<file path="config.mk">
export PLATFORM = sky130hd
export DESIGN_NAME = ahbl_apb_bridge_mc
export DESIGN_NICKNAME = d
export VERILOG_FILES = /design/src/rtl/ahbl_apb_pkg.sv /design/src/rtl/ahbl_apb_slot_dec.sv /design/src/rtl/ahbl_apb_bridge_mc.sv
export SDC_FILE = /design/constraint.sdc
export NUM_CORES = 1
export LEC_CHECK = 0
export ABC_CLOCK_PERIOD_IN_PS = 4190
export BUFFER_PORTS_ARGS = -buffer_cell sky130_fd_sc_hd__buf_2
export CAP_MARGIN = 20
export CORE_MARGIN = 2
export CORE_UTILIZATION = 49
export CTS_CLUSTER_DIAMETER = 30
export DETAILED_ROUTE_END_ITERATION = 16
export PLACE_DENSITY = 0.91
export SLEW_MARGIN = 10
export SYNTH_ARGS = -nofsm -noshare
export SYNTH_HDL_FRONTEND = slang
export SYNTH_SLANG_ARGS = --single-unit
</file>
<file path="constraint.sdc">
create_clock -name HCLK -period 4.19 [get_ports HCLK]
set_clock_uncertainty 0.15 [all_clocks]
set_input_delay 0.419 -clock HCLK [delete_from_list [all_inputs] [get_ports HCLK]]
set_output_delay 0.419 -clock HCLK [all_outputs]
set_load 0.02 [all_outputs]
</file>
<file path="src/rtl/ahbl_apb_pkg.sv">
// ----------------------------------------------------------------------------
// ahbl_apb_pkg
// Shared definitions for the AHB-Lite to multi-slot APB bridge:
//   - state_e      : bridge FSM states
//   - HTRANS_*     : AHB transfer type encodings
//   - HRESP_*      : AHB-Lite response encodings
//   - HSIZE_*      : AHB transfer size encodings
//   - size_to_strb : APB byte strobes from HSIZE and the low address bits
// ----------------------------------------------------------------------------
package ahbl_apb_pkg;

    typedef enum logic [2:0] {
        ST_IDLE   = 3'd0,
        ST_WDATA  = 3'd1,
        ST_SETUP  = 3'd2,
        ST_ACCESS = 3'd3,
        ST_ERR1   = 3'd4,
        ST_ERR2   = 3'd5
    } state_e;

    localparam logic [1:0] HTRANS_IDLE   = 2'b00;
    localparam logic [1:0] HTRANS_BUSY   = 2'b01;
    localparam logic [1:0] HTRANS_NONSEQ = 2'b10;
    localparam logic [1:0] HTRANS_SEQ    = 2'b11;

    localparam logic HRESP_OKAY  = 1'b0;
    localparam logic HRESP_ERROR = 1'b1;

    localparam logic [2:0] HSIZE_BYTE = 3'b000;
    localparam logic [2:0] HSIZE_HALF = 3'b001;
    localparam logic [2:0] HSIZE_WORD = 3'b010;

    // Sizes wider than a word on this 32-bit data path enable every lane.
    function automatic logic [3:0] size_to_strb(input logic [2:0] hsize,
                                                input logic [1:0] addr_lo);
        logic [3:0] strb;
        case (hsize)
            HSIZE_BYTE: strb = 4'b0001 << addr_lo;
            HSIZE_HALF: strb = 4'b0011 << {addr_lo[1], 1'b0};
            HSIZE_WORD: strb = 4'b1111;
            default:    strb = 4'b1111;
        endcase
        return strb;
    endfunction

endpackage

</file>
<file path="src/rtl/ahbl_apb_slot_dec.sv">
// ----------------------------------------------------------------------------
// ahbl_apb_slot_dec
// Combinational slot decoder: turns the 5-bit slot index field of HADDR into
// a one-hot PSEL vector and flags indices that have no PSEL line.
// Parameters: APB_SLOTS (1..32), SLOT_SHIFT (LSB of the index field).
// Ports:
//   slot_field  in  HADDR[SLOT_SHIFT+4:SLOT_SHIFT]
//   psel_onehot out one-hot select, all zero when unmapped
//   unmapped    out index >= APB_SLOTS
// ----------------------------------------------------------------------------
module ahbl_apb_slot_dec
    import ahbl_apb_pkg::*;
#(
    parameter int APB_SLOTS  = 16,
    parameter int SLOT_SHIFT = 8
) (
    input  logic [SLOT_SHIFT+4:SLOT_SHIFT] slot_field,
    output logic [APB_SLOTS-1:0]           psel_onehot,
    output logic                           unmapped
);

    logic [4:0] slot_idx;

    assign slot_idx = slot_field;
    assign unmapped = (32'(slot_idx) >= 32'(APB_SLOTS));

    genvar gi;
    generate
        for (gi = 0; gi < APB_SLOTS; gi++) begin : g_psel
            assign psel_onehot[gi] = (slot_idx == 5'(gi));
        end
    endgenerate

endmodule

</file>
<file path="src/rtl/ahbl_apb_bridge_mc.sv">
// ----------------------------------------------------------------------------
// ahbl_apb_bridge_mc
// AHB-Lite slave to multi-slot APB3/APB4 master bridge. Each accepted
// NONSEQ/SEQ transfer becomes one APB transfer to the slot selected by
// HADDR[SLOT_SHIFT+4:SLOT_SHIFT]; unmapped slots and PSLVERR produce the
// two-cycle AHB ERROR response.
//
// Optional build macro: AHBL_APB_TIMEOUT_EN
//   defined   - ACCESS is abandoned (ERR1) after TIMEOUT_CYCLES cycles with
//               PREADY low; PREADY in the final cycle still completes normally.
//   undefined - ACCESS waits for PREADY indefinitely.
//
// Ports:
//   HCLK, HRESET (sync, active high)
//   AHB side : HSEL, HADDR, HTRANS, HWRITE, HSIZE, HPROT, HWDATA, HREADYIN
//              -> HREADYOUT, HRESP, HRDATA
//   APB side : PSEL[APB_SLOTS], PADDR, PENABLE, PWRITE, PWDATA, PSTRB, PPROT
//              <- PRDATA, PREADY, PSLVERR
// ----------------------------------------------------------------------------
module ahbl_apb_bridge_mc
    import ahbl_apb_pkg::*;
#(
    parameter int APB_SLOTS      = 16,
    parameter int SLOT_SHIFT     = 8,
    parameter int ADDR_W         = 32,
    parameter int TIMEOUT_CYCLES = 256
) (
    input  logic                 HCLK,
    input  logic                 HRESET,
    input  logic                 HSEL,
    input  logic [ADDR_W-1:0]    HADDR,
    input  logic [1:0]           HTRANS,
    input  logic                 HWRITE,
    input  logic [2:0]           HSIZE,
    input  logic [3:0]           HPROT,
    input  logic [31:0]          HWDATA,
    input  logic                 HREADYIN,
    output logic                 HREADYOUT,
    output logic                 HRESP,
    output logic [31:0]          HRDATA,
    output logic [APB_SLOTS-1:0] PSEL,
    output logic [ADDR_W-1:0]    PADDR,
    output logic                 PENABLE,
    output logic                 PWRITE,
    output logic [31:0]          PWDATA,
    output logic [3:0]           PSTRB,
    output logic [2:0]           PPROT,
    input  logic [31:0]          PRDATA,
    input  logic                 PREADY,
    input  logic                 PSLVERR
);

    // Elaboration-time guard against parameter sets the decoder cannot serve.
    generate
        if (APB_SLOTS < 1 || APB_SLOTS > 32 || SLOT_SHIFT + 5 > ADDR_W ||
            TIMEOUT_CYCLES < 1) begin : g_bad_params
            $error("ahbl_apb_bridge_mc: illegal parameter combination");
        end
    endgenerate

    state_e                 state_q, state_d;
    logic [ADDR_W-1:0]      addr_q, addr_d;
    logic                   write_q, write_d;
    logic [3:0]             strb_q, strb_d;
    logic [2:0]             pprot_q, pprot_d;
    logic [APB_SLOTS-1:0]   psel_q, psel_d;
    logic                   unmapped_q, unmapped_d;
    logic [31:0]            pwdata_q, pwdata_d;
    logic [31:0]            hrdata_q, hrdata_d;

    logic [APB_SLOTS-1:0]   dec_psel;
    logic                   dec_unmapped;
    logic                   trans_active;
    logic                   accept;
    logic                   unused_hprot;

    // Only the privileged and data/opcode bits map onto PPROT.
    assign unused_hprot = ^HPROT[3:2];

    ahbl_apb_slot_dec #(
        .APB_SLOTS  (APB_SLOTS),
        .SLOT_SHIFT (SLOT_SHIFT)
    ) u_slot_dec (
        .slot_field  (HADDR[SLOT_SHIFT+4:SLOT_SHIFT]),
        .psel_onehot (dec_psel),
        .unmapped    (dec_unmapped)
    );

    always_comb begin
        trans_active = 1'b0;
        case (HTRANS)
            HTRANS_NONSEQ, HTRANS_SEQ: trans_active = 1'b1;
            HTRANS_IDLE, HTRANS_BUSY:  trans_active = 1'b0;
            default:                   trans_active = 1'b0;
        endcase
    end

    // An address phase can only be taken while we are driving HREADYOUT high.
    // ERR2 is such a cycle too, so a master that does not cancel after an
    // error still gets its next transfer accepted rather than silently lost.
    assign accept = HSEL && HREADYIN && trans_active &&
                    (state_q == ST_IDLE || state_q == ST_ERR2);

`ifdef AHBL_APB_TIMEOUT_EN
    localparam int CNT_W = $clog2(TIMEOUT_CYCLES + 1);

    logic [CNT_W-1:0] tmo_cnt_q, tmo_cnt_d;
    logic             timeout_hit;

    always_comb begin
        tmo_cnt_d = tmo_cnt_q;
        if (state_q == ST_SETUP) begin
            tmo_cnt_d = '0;
        end else if (state_q == ST_ACCESS) begin
            tmo_cnt_d = tmo_cnt_q + 1'b1;
        end
    end

    // The counter holds the number of ACCESS cycles already spent, so this
    // fires in the TIMEOUT_CYCLES-th ACCESS cycle.
    assign timeout_hit = (state_q == ST_ACCESS) &&
                         (tmo_cnt_q == CNT_W'(TIMEOUT_CYCLES - 1));

    always_ff @(posedge HCLK) begin
        if (HRESET) begin
            tmo_cnt_q <= '0;
        end else begin
            tmo_cnt_q <= tmo_cnt_d;
        end
    end
`endif

    // ---------------- FSM: state register ----------------
    always_ff @(posedge HCLK) begin
        if (HRESET) begin
            state_q <= ST_IDLE;
        end else begin
            state_q <= state_d;
        end
    end

    // ---------------- FSM: next state ----------------
    always_comb begin
        state_d = state_q;
        case (state_q)
            ST_IDLE, ST_ERR2: begin
                state_d = ST_IDLE;
                if (accept) begin
                    if (HWRITE) begin
                        state_d = ST_WDATA;
                    end else if (dec_unmapped) begin
                        state_d = ST_ERR1;
                    end else begin
                        state_d = ST_SETUP;
                    end
                end
            end
            ST_WDATA:  state_d = unmapped_q ? ST_ERR1 : ST_SETUP;
            ST_SETUP:  state_d = ST_ACCESS;
            ST_ACCESS: begin
                if (PREADY) begin
                    state_d = PSLVERR ? ST_ERR1 : ST_IDLE;
                end
`ifdef AHBL_APB_TIMEOUT_EN
                else if (timeout_hit) begin
                    state_d = ST_ERR1;
                end
`endif
            end
            ST_ERR1:   state_d = ST_ERR2;
            default:   state_d = ST_IDLE;
        endcase
    end

    // ---------------- FSM: outputs ----------------
    always_comb begin
        HREADYOUT = 1'b1;
        HRESP     = HRESP_OKAY;
        PSEL      = '0;
        PENABLE   = 1'b0;
        case (state_q)
            ST_WDATA:  HREADYOUT = 1'b0;
            ST_SETUP: begin
                HREADYOUT = 1'b0;
                PSEL      = psel_q;
            end
            ST_ACCESS: begin
                HREADYOUT = 1'b0;
                PSEL      = psel_q;
                PENABLE   = 1'b1;
            end
            ST_ERR1: begin
                HREADYOUT = 1'b0;
                HRESP     = HRESP_ERROR;
            end
            ST_ERR2:   HRESP = HRESP_ERROR;
            default: ;
        endcase
    end

    // ---------------- Datapath next values ----------------
    // Captured fields only change on accept, which can never happen between
    // SETUP and the end of ACCESS, so the APB address/control stay stable.
    always_comb begin
        addr_d     = addr_q;
        write_d    = write_q;
        strb_d     = strb_q;
        pprot_d    = pprot_q;
        psel_d     = psel_q;
        unmapped_d = unmapped_q;
        pwdata_d   = pwdata_q;
        hrdata_d   = hrdata_q;

        if (accept) begin
            addr_d     = HADDR;
            write_d    = HWRITE;
            strb_d     = HWRITE ? size_to_strb(HSIZE, HADDR[1:0]) : 4'b0000;
            pprot_d    = {~HPROT[0], 1'b0, HPROT[1]};
            psel_d     = dec_psel;
            unmapped_d = dec_unmapped;
        end

        // WDATA is the AHB data phase of a write.
        if (state_q == ST_WDATA) begin
            pwdata_d = HWDATA;
        end

        if (state_q == ST_ACCESS && PREADY && !PSLVERR && !write_q) begin
            hrdata_d = PRDATA;
        end
    end

    always_ff @(posedge HCLK) begin
        if (HRESET) begin
            addr_q     <= '0;
            write_q    <= 1'b0;
            strb_q     <= '0;
            pprot_q    <= '0;
            psel_q     <= '0;
            unmapped_q <= 1'b0;
            pwdata_q   <= '0;
            hrdata_q   <= '0;
        end else begin
            addr_q     <= addr_d;
            write_q    <= write_d;
            strb_q     <= strb_d;
            pprot_q    <= pprot_d;
            psel_q     <= psel_d;
            unmapped_q <= unmapped_d;
            pwdata_q   <= pwdata_d;
            hrdata_q   <= hrdata_d;
        end
    end

    assign HRDATA = hrdata_q;
    assign PADDR  = addr_q;
    assign PWRITE = write_q;
    assign PWDATA = pwdata_q;
    assign PSTRB  = strb_q;
    assign PPROT  = pprot_q;

endmodule

</file>
# Word-level counts from Yosys, hierarchy flattened
# Cells that the tools add are included.
# classes
n_eq_ne	25
reduce_logical	19
muxes	14
n_shift	2
n_bitwise	1
n_mul	0
div_mod_pow	0
addsub	0
n_lt_le_gt_ge	1
# ops
cell	count
$eq A5 B4 Y1 const B	8
$eq A5 B3 Y1 const B	4
$mux W3	6
$mux W16	1
$pmux W3 S5	1
$eq A5 B2 Y1 const B	2
$reduce_or A2 Y1	5
$pmux W4 S2	1
$eq A3 B1 Y1 const B	2
$eq A3 B2 Y1 const B	2
$eq A3 B3 Y1 const B	2
$logic_and A1 B1 Y1	6
$logic_not A3 Y1	2
$eq A5 B1 Y1 const B	1
$ge A5 B5 Y1 const B	1
$logic_not A5 Y1	1
$eq A2 B2 Y1 const B	2
$mux W4	1
$reduce_or A4 Y1	1
$shl A1 B2 Y4 const A	1
$shl A2 B2 Y4 const A	1
$mux W1	3
$eq A2 B1 Y1 const B	1
$logic_not A1 Y1	2
other kinds (5)	5
# totals
latch_bits	0
n_memories	0
regBits	123
wordCells	71
ramBits	0
mem_bits_ro	0

# Longest topological paths before layout
# depth
depth_word	7
ltp_mapped	7

# Modules after synthesis
# Synthesis repeated with hierarchy kept, for this count alone.
# unflattened
cells_unflattened	609
hier_area_um2	4738.3
# modules_own_cells
module	cells_per_inst	seq_area_each_um2	area_per_inst_um2	instances
ahbl_apb_bridge_mc	580	2462.4	4503.1	1
ahbl_apb_slot_dec	29	0.0	235.2	1

# Worst setup path before layout
# No wires, ideal clock.
# synth_path
path_kind	input port to flip-flop
startpoint	in HADDR[12]
endpoint	reg psel_q[1]
path_buffers	1
stages	4
setup_ps	70
t_required_ps	3970
setup_slack_ps	2427
arrival_time_ps	1543
path_cell_list	clkbuf_1 or3b_2 or4_1 a21oi_1
# synth_between
elab_chain_cells	1
# synth_rtl
element	line	text
start, declared	ahbl_apb_bridge_mc.sv:31	input logic [ADDR_W-1:0] HADDR,
$eq A5 B1 Y1	ahbl_apb_slot_dec.sv:30	assign psel_onehot[gi] = (slot_idx == 5'(gi));
end signal, assigned	ahbl_apb_bridge_mc.sv:248	psel_q <= psel_d;
end, declared	ahbl_apb_bridge_mc.sv:66	logic [APB_SLOTS-1:0] psel_q, psel_d;
# No other way between the ends.
# A chain may end at the register's enable or synchronous reset.

# Worst setup path after layout
# layout_path
startpoint	reg state_q[1]
endpoint	out PSEL[2]
# layout_between
elab_chain_cells	3
# layout_rtl
element	line	text
start, declared	ahbl_apb_bridge_mc.sv:61	state_e state_q, state_d;
start signal, assigned	ahbl_apb_bridge_mc.sv:138	state_q <= state_d;
$eq A3 B2 Y1	ahbl_apb_bridge_mc.sv:181	case (state_q)
$reduce_or A2 Y1 (no line) *	n/a	
$mux W16 *	ahbl_apb_bridge_mc.sv:181	
end, declared	ahbl_apb_bridge_mc.sv:41	output logic [APB_SLOTS-1:0] PSEL,
# Every way passes the cells marked *; elsewhere a longest branch is shown, timed or not.

==> parameters.txt <==
Parameter                              Value

Synth
  Area share of the largest cell type after synthesis    53.58%
  Dominant cell by count in the synthesized netlist    sky130_fd_sc_hd__nand2_1
  Number of nets produced by synthesis    701
  Synth cell types    35
  Total of flip-flops plus latches after synthesis    123
  Share of synthesized area occupied by flip-flops and latches    53.58%
  Combined area of all synthesized cells    4596 um2
  Post-synthesis cell type with the largest combined area    sky130_fd_sc_hd__dfxtp_1
  Avg Inst Size Synth    7.802 um2
  Number of enable flip-flop cells after synthesis    0
  Post-Syn Instances    589
  Ys async rst share    0%
  Top flip-flop cell by instance count after synthesis    sky130_fd_sc_hd__dfxtp_1
  Ranking of synthesized cells by area    sky130_fd_sc_hd__dfxtp_1, sky130_fd_sc_hd__nand2_1, sky130_fd_sc_hd__a21oi_1, sky130_fd_sc_hd__clkbuf_1, sky130_fd_sc_hd__and2_1
  Syn. warnings    0
  Commonest cells in the netlist    sky130_fd_sc_hd__nand2_1, sky130_fd_sc_hd__dfxtp_1, sky130_fd_sc_hd__a21oi_1, sky130_fd_sc_hd__clkbuf_1, sky130_fd_sc_hd__and2_1

Finish
  Fraction of layout cells with a size suffix above 1    31.01%
  Multi-input gate area in the final layout    1949 um2
  NumNets Final    977
  Number of diodes    0
  Layout Area Growth over Synthesis    51.21%
  Area taken by flip-flops and latches    2462 um2
  Filler instances    625

Status
  Outcome    complete, no violations

Placement
  Routability congestion estimate from global placement    0.7769
  Input/output buffers    230
  Dpl ws    1.794 ns
  Detailed-placement wirelength estimate    8220 um

CTS
  Root Buffer Master    sky130_fd_sc_hd__clkbuf_8
  Buffers inserted during post-CTS setup optimization    0
  Reg clk slew, reported paths    0.06 ns
  Clock Sinks    123
  Number of H-tree levels    4
  Number of gates given a new drive strength after cts    0
  Cts-stage hold buffer count    64
  Clock tree from TritonCTS    yes
  Number of buffers on the longest clock path    2
  Clock latency reported for the late side of the worst-skew pair    0.50 ns
  Cts bufs inserted    17

Timing
  Smallest setup slack after layout    1.355 ns
  Final hold violation count    0
  Setup TNS after final layout    0 ns
  Final cycle utilization of the critical path    67.65%
  Max-slew headroom at the worst pin    25.12%
  Transition time at the pin with the least slew margin    1.123 ns
  Crit path time final    2.835 ns
  Number of pins with negative max-slew slack in the final report    0
  Peak Freq    0.3528 GHz
  RSZ-0062 raised after global routing    false
  Number of endpoints failing setup at the final stage    0

Route
  Detailed Routing Iterations Pass 1    5
  First-iteration detailed-routing DRC count    185
  Routed wire length    14850 um
  Wirelength per Cell    15.03 um
  Ratio of routed vias to standard cells    5.111
  Number of DRC violations after detailed routing    0
  Vias post-DR    5050
  Post-detailed-route count of antenna-violating nets    0

Setup path
  Type of destination of the critical path    primary output
  Maximum fanout along the worst path    16
  Crit path DAT    2.27 ns
  Required time at the worst-slack endpoint    3.62 ns
  Worst setup SP type    flop
  Kind of critical path    flop to primary output
  Critical path buffer and inverter count    1
  Logic depth of the worst path, buffers included    3
  Family with the most delay on the worst path    simple AND/OR/NAND/NOR gates
  Number of cells on the worst reg-to-reg path    5
  Start point of the critical path    state_q[1]
  Maximum cell stage delay along the critical path    0.78 ns
  Master of the slowest instance on the critical path    sky130_fd_sc_hd__nor2b_1
  List of cells traversed by the critical path    nor2b_1 -> and2_1 -> buf_2
  FF-to-FF Start    state_q[1]

Power and ir drop
  Sequential fraction of design power    43.2%
  Peak supply drop    0.2809 mV
  Proportion of power drawn by the clock network    45.9%
  Sw Share    24.85%
  P_int    2130 uW
  Logic pwr share    10.9%
  Total power per unit cell area    407.9 nW/um2
  Static leakage    0.003089 uW
  Power spent charging and discharging nets    704.3 uW

Floorplan
  Io pins    235
  Full die area    10170 um2
  Die Height    100.8 um
  Row count    35
  Core Footprint    9153 um2
  Initial core utilization    50.21%
  Horizontal die dimension    100.8 um

Global route
  Wire length of the first global-routing pass    22220 um
  Number of global-route vias before repair    4803
  Number of antenna violations at the first check in global routing    0
  Overall global routing resource usage    27.67%
  Maximum number of pins on one net before global-route repair    109
  Total global routing overflow    0

Hold path
  Worst min-delay path class    primary input to flop
  Hold wc startpoint    PRDATA[16]
  Number of cells on the worst hold path    3

Run
  Number of max-capacitance violations reported    0
kinds of logic (layout without fill, tap and decap cells):
family	count (synthesis)	in the layout	synth area share, %
other	1	1	0.08160
buffers and inverters	46	334	4.274
multiplexers	1	1	0.2450
flip-flops	123	123	53.58
AO/OA/AOI/OAI	131	131	14.54
XOR/XNOR	2	2	0.3812
AND/OR/NAND/NOR	285	285	26.90
state kept, by name, indices dropped and copies added (netlist names):
| name | cells |
|---|---|
| PWRITE | 1 |
| state_q | 3 |
| psel_q | 16 |
| unmapped_q | 1 |
| PWDATA | 32 |
| HRDATA | 32 |
| PPROT | 2 |
| PADDR | 32 |
| PSTRB | 4 |
worst reg2reg max path: stages, from the launching register on:
cell                       delay, ns
sky130_fd_sc_hd__dfxtp_1        0.58
sky130_fd_sc_hd__nand4b_4       0.24
sky130_fd_sc_hd__or2_2          0.66
sky130_fd_sc_hd__buf_4          0.40
sky130_fd_sc_hd__nand2_1        0.11
sky130_fd_sc_hd__a21oi_1        0.22
layout make-up:
cell class	count	share of cell area [%]
flip-flops and latches	123	35.43
multi-input cells	420	28.05
well taps	111	1.999
clock inverters	12	1.458
repair buffers	300	26.68
clock buffers	19	6.212
inverters	3	0.1620
power groups by stage:
stage	Sequential, uW	Combinational, uW	Clock (uW)
after CTS	1220	298	1320
after global routing	1230	334	1370
after floorplan	1280	109	0
after detailed placement	1250	251	0
final	1220	310	1300
after global placement	1240	248	0
cells in the final DEF (no fill, tap or decap), types with 2 or more instances in the layout:
master                            n
sky130_fd_sc_hd__buf_2          229
sky130_fd_sc_hd__nand2_1        222
sky130_fd_sc_hd__dfxtp_1        123
sky130_fd_sc_hd__a21oi_1        122
sky130_fd_sc_hd__dlygate4sd3_1   64
sky130_fd_sc_hd__and2_1          17
sky130_fd_sc_hd__clkbuf_16       16
sky130_fd_sc_hd__or3_1           11
sky130_fd_sc_hd__nor2_1           8
sky130_fd_sc_hd__clkinv_2         6
sky130_fd_sc_hd__o21ai_0          5
sky130_fd_sc_hd__buf_4            5
sky130_fd_sc_hd__nand3_1          4
sky130_fd_sc_hd__or4_1            4
sky130_fd_sc_hd__inv_1            3
sky130_fd_sc_hd__nand2b_1         3
sky130_fd_sc_hd__clkinv_4         3
sky130_fd_sc_hd__nor2b_1          2
sky130_fd_sc_hd__nand3b_1         2
sky130_fd_sc_hd__clkbuf_8         2
sky130_fd_sc_hd__clkinvlp_4       2
sky130_fd_sc_hd__buf_8            2
routing by layer:
layer  global-route usage [%]  routed length [um]  vias up
li1                         -                   -     2476
met1                    29.70                5556     2277
met2                    48.31                7503      248
met3                    9.015                1194       49
met4                    14.44                 597        0
met5                        0                   0        -
path summary, 6_finish.rpt:
check                             endpoint  slack [ns]
worst max register to register    PADDR[2]        1.73
worst min register to register   psel_q[9]        0.30
worst min-delay path            HRDATA[16]        0.02
worst max-delay path               PSEL[2]        1.36
through the flow:
step | instance area (um2) | util (%) | total power (uW) | hold WS [ns] | std cells
2_1_floorplan | 4596 | - | 1390 | 0.2773 | 589
5_1_grt | 6949 | 75.93 | 2934 | 0.009042 | 988
4_1_cts | 6919 | 75.60 | 2842 | 0.00006339 | 986
6_report | 6949 | 75.93 | 2835 | 0.02077 | 988
3_5_place_dp | 5746 | 62.78 | 1498 | 0.2921 | 891
3_3_place_gp | 5746 | 62.78 | 1493 | 0.2837 | 891
(Power assumes the default switching activity.)
